<file path="src/rtl/alu_result_buffer.sv">
// ALU result buffer: FWFT FIFO of ALU results with valid/ready output
// and saturating zero/carry/drop statistics.
module alu_result_buffer #(
  parameter int WIDTH = 8,
  parameter int DEPTH = 4,
  parameter int CNT_W = 8
) (
  input  logic                         clk,
  input  logic                         rst,
  input  logic [WIDTH-1:0]             alu_data,
  input  logic                         alu_carry,
  input  logic                         alu_zero,
  input  logic                         alu_slt,
  input  logic                         alu_valid,
  output logic [WIDTH-1:0]             res_data,
  output logic                         res_carry,
  output logic                         res_zero,
  output logic                         res_slt,
  output logic                         res_valid,
  input  logic                         res_ready,
  output logic [$clog2(DEPTH+1)-1:0]   level,
  output logic                         full,
  output logic                         overflow,
  output logic [CNT_W-1:0]             zero_cnt,
  output logic [CNT_W-1:0]             carry_cnt,
  output logic [CNT_W-1:0]             drop_cnt,
  input  logic                         clr_stats
);

  localparam int EW = WIDTH + 3;
  localparam int AW = $clog2(DEPTH);
  localparam int LW = $clog2(DEPTH + 1);
  localparam logic [AW-1:0]    PTR_ONE = AW'(1);
  localparam logic [LW-1:0]    LVL_ONE = LW'(1);
  localparam logic [LW-1:0]    LVL_MAX = LW'(DEPTH);
  localparam logic [CNT_W-1:0] CNT_ONE = CNT_W'(1);
  localparam logic [CNT_W-1:0] CNT_MAX = {CNT_W{1'b1}};

  logic [EW-1:0] mem [DEPTH];
  logic [AW-1:0] wr_ptr;
  logic [AW-1:0] rd_ptr;
  logic [EW-1:0] head;
  logic          empty;
  logic          push;
  logic          pop;
  logic          drop;

  assign empty = (level == '0);
  assign full  = (level == LVL_MAX);
  assign push  = alu_valid & ~full;
  assign pop   = ~empty & res_ready;
  assign drop  = alu_valid & full;

  // Storage is deliberately left out of reset.
  always_ff @(posedge clk) begin
    if (push) begin
      mem[wr_ptr] <= {alu_slt, alu_zero, alu_carry, alu_data};
    end
  end

  always_ff @(posedge clk or posedge rst) begin
    if (rst) begin
      wr_ptr <= '0;
      rd_ptr <= '0;
      level  <= '0;
    end else begin
      if (push) wr_ptr <= wr_ptr + PTR_ONE;
      if (pop)  rd_ptr <= rd_ptr + PTR_ONE;
      if (push && !pop) begin
        level <= level + LVL_ONE;
      end else if (pop && !push) begin
        level <= level - LVL_ONE;
      end
    end
  end

  always_ff @(posedge clk or posedge rst) begin
    if (rst) begin
      overflow  <= 1'b0;
      zero_cnt  <= '0;
      carry_cnt <= '0;
      drop_cnt  <= '0;
    end else if (clr_stats) begin
      overflow  <= 1'b0;
      zero_cnt  <= '0;
      carry_cnt <= '0;
      drop_cnt  <= '0;
    end else begin
      if (drop) overflow <= 1'b1;
      if (push && alu_zero && zero_cnt != CNT_MAX) begin
        zero_cnt <= zero_cnt + CNT_ONE;
      end
      if (push && alu_carry && carry_cnt != CNT_MAX) begin
        carry_cnt <= carry_cnt + CNT_ONE;
      end
      if (drop && drop_cnt != CNT_MAX) begin
        drop_cnt <= drop_cnt + CNT_ONE;
      end
    end
  end

  assign head      = empty ? '0 : mem[rd_ptr];
  assign res_valid = ~empty;
  assign {res_slt, res_zero, res_carry, res_data} = head;

endmodule

</file>
<file path="config.mk">
export PLATFORM = sky130hd
export DESIGN_NAME = alu_result_buffer
export DESIGN_NICKNAME = d
export VERILOG_FILES = /design/src/rtl/alu_result_buffer.sv
export SDC_FILE = /design/constraint.sdc
export NUM_CORES = 1
export LEC_CHECK = 0
export ABC_AREA = 1
export BUFFER_PORTS_ARGS = -buffer_cell sky130_fd_sc_hd__buf_2
export CAP_MARGIN = 20
export CORE_MARGIN = 10
export CORE_UTILIZATION = 35
export DETAILED_ROUTE_END_ITERATION = 16
export MAX_ROUTING_LAYER = met4
export SETUP_SLACK_MARGIN = 0.02
export SLEW_MARGIN = 15
export SYNTH_ARGS = -nofsm -noshare
export SYNTH_HDL_FRONTEND = slang
export SYNTH_SLANG_ARGS = --single-unit
</file>
<file path="constraint.sdc">
create_clock -name clk -period 1.9 [get_ports clk]
set_input_delay 0.285 -clock clk [delete_from_list [all_inputs] [get_ports clk]]
set_output_delay 0.285 -clock clk [all_outputs]
set_load 0.005 [all_outputs]
</file>
==> results.cfg <==
[global_route]
track_usage_pct = 12.1
grt_max_degree = 33
antenna_found_initial = 0
overflow = 0
first_global_vias = 2857
grt_pass1_wl_mm = 14.2

[sta]
finalCritPeriodShare_pct = 95.6
finalSetupViolCount = 0
worst_slew_pin_slew_ns = 0.433
max_slew_margin_pct = 71.1
max_freq_ghz = 0.551
whs_ns = 0.0127
skew_ns = 0.0145
hold_viol_final = 0
slew_viol_final = 0
rsz0062_at_grt = yes
min_period_ns = 1.82

[floorplanning]
rows = 37
ios = 57
dieArea_sq_um = 14900
start_util_pct = 35.7
coreArea_sq_um = 10200
die_h_um = 122
die-width_um = 122

[cells_and_area]
layout-drive-gt1-share_pct = 24.5
syn_to_final_growth_pct = 21.3
antenna-diode-count = 0
fin_nets = 486
fillCellCount = 1009

[yosys]
synth_fp_nets = 408
yosysMostFrequentCell = nor2_1
yosysTopAreaCell = edfxtp_1
syn-cell-area_sq_um = 3650
async_flop_share_pct = 42.1
yosysWarnings = 0
synth_seq_area_share_pct = 58.1
synthTopCellsByArea = edfxtp_1, dfrtp_1, nor2_1
synthTopCellsByCount = nor2_1, nand2_1, edfxtp_1, nand3_1, inv_1
netlist_instances = 383
synth_edf_count = 44
synth_top_cell_area_share_pct = 36.2
synth_cell_type_count = 30
synth_seq_cells = 76
avgSynthCellArea_sq_um = 9.54
synth_top_flop_cell = edfxtp_1

[clock_tree]
cts_tree = built
postCtsHoldBufs = 0
clk_pin_slew_ns = 0.09
numClockSinks = 76
cts_max_path_buffers = 2
htree_levels = 3
clock_latency_ns = 0.35
cts_inserted_buffers = 9
cts_root_buf = clkbuf_8

[drt]
antenna_left = 0
first_pass_iters = 4
vias = 2920
wl_mm = 8.62
drt_iter0_drc = 208
drcViolationCount = 0
viasPerCell = 4.85
routedWlPerCell_um = 14.3

[worst_setup_path]
cp_cell_sequence = inv_2 -> nand2_4 -> clkinvlp_4 -> buf_4 -> a21oi_1 -> buf_2
required_ns = 1.62
crit_fanout = 7
r2r_start = level[1]$_DFFE_PP0P_
cp-start-kind = register
reg2reg_slack_ns = 0.11
crit_type = register to output pin
rr_worst_depth = 6
slowest_delay_ns = 0.41
crit_path_end_kind = output pin
r2r-end = level[1]$_DFFE_PP0P_
worst-endpoint-arrival_ns = 1.53
cpMaxStageDelayCell = dfrtp_1

[run_status]
status = complete, no violations

[placement]
io_buffers = 56
place_congestion = 0.835
hpwlAfterDp_mm = 6.00

[hold_path]
hp-class = input port to async pin

[flow_run]
maxCapViolations = 0

[pwr]
ir_drop_uv = 537
p_leak_nw = 2.01
power.density_nw_per_um2 = 1210
power_mw = 5.37
-- area by class of cell --
class                   count  area (sq um)  area share [%]
clock buffers               9           124            2.79
well taps                 136           170            3.84
flip-flops and latches     76          2120            47.9
repair buffers             78           450            10.2
inverters                  35           135            3.05
multi-input cells         261          1360            30.8
clock inverters             7          65.1            1.47
-- how the worst max path moves through the flow --
| stage | from | endpoint | cells after the start |
|---|---|---|---|
| floorplan | level[0]$_DFFE_PP0P_ | level[1]$_DFFE_PP0P_ | 7 |
| global route | rd_ptr[0]$_DFFE_PP0P_ | res_zero | 6 |
| finish | level[2]$_DFFE_PP0P_ | res_data[5] | 6 |
| CTS | level[1]$_DFFE_PP0P_ | level[2]$_DFFE_PP0P_ | 10 |
| global placement | level[1]$_DFFE_PP0P_ | level[2]$_DFFE_PP0P_ | 10 |
| detailed placement | level[1]$_DFFE_PP0P_ | level[2]$_DFFE_PP0P_ | 10 |
-- worst max-delay path: cells and delay by family, from the launching register on --
family | cells | cell delay, ns
buf+inv | 4 | 0.55
simple gates | 1 | 0.10
compound gates | 1 | 0.13
flops | 1 | 0.41
-- logic make-up (layout without fill, tap and decap cells) --
family,Yosys count,after routing,synth area share (%)
buf+inv,46,129,4.96
fa+ha+maj,9,9,3.29
mux,1,1,0.308
simple gates,186,186,23.1
compound gates,57,57,8.32
xor+xnor,8,8,1.92
flops,76,76,58.1
-- power by group --
part	internal (mW)	switching (mW)
logic	0.822	1.18
registers	2.06	0.136
clock network	0.509	0.674
total	3.39	1.99
-- cell usage in the layout (no fill, tap or decap), drive strengths merged --
cell	Yosys	routed
inv	35	39
ha	8	8
o21ai	34	34
edfxtp	44	44
clkinvlp	0	2
nor2b	2	2
clkbuf	3	9
nand2	60	60
nor2	70	70
mux2	1	1
buf	8	78
nand4	6	6
dfrtp	32	32
nand3	45	45
a21o	1	1
xor2	6	6
nand3b	2	2
o21bai	4	4
fa	1	1
clkinv	0	1
nor3b	1	1
o21a	1	1
xnor2	2	2
a21oi	17	17
-- metrics by stage --
stage	setup TNS, ns	util (%)	instances	area [sq um]	setup WS (ns)
final	0	43.3	602	4430	0.0842
after global routing	-0.0588	43.3	602	4430	-0.0234
after CTS	0	43.0	600	4400	0.0248
after detailed placement	0	40.7	579	4170	0.00661
after global placement	0	40.7	579	4170	0.108
after floorplan	0	-	383	3650	0.0944
-- flip-flops by register name (all words and copies together) (netlist names) --
name / cells
carry_cnt: 8
drop_cnt: 8
level: 3
mem: 44
overflow: 1
rd_ptr: 2
wr_ptr: 2
zero_cnt: 8
-- timing repair --
item / in CTS / in global routing
resized for setup: 4 / 7
gates cloned: 0 / 0
endpoints found under the hold margin: 0 / 0
pin swaps: 1 / 3
endpoints found under the setup margin: 13 / 13
setup buffers: 5 / 2
-- per-layer routing --
layer / vias to the layer above / GRT usage, % / part of all wire, %
met4: 0 / 2.65 / 0.56
met2: 67 / 18.4 / 45
li1: 1438 / - / -
met1: 1411 / 15.5 / 49
met5: - / - / 0
met3: 4 / 3.70 / 5.6
(Power assumes the default switching activity.)
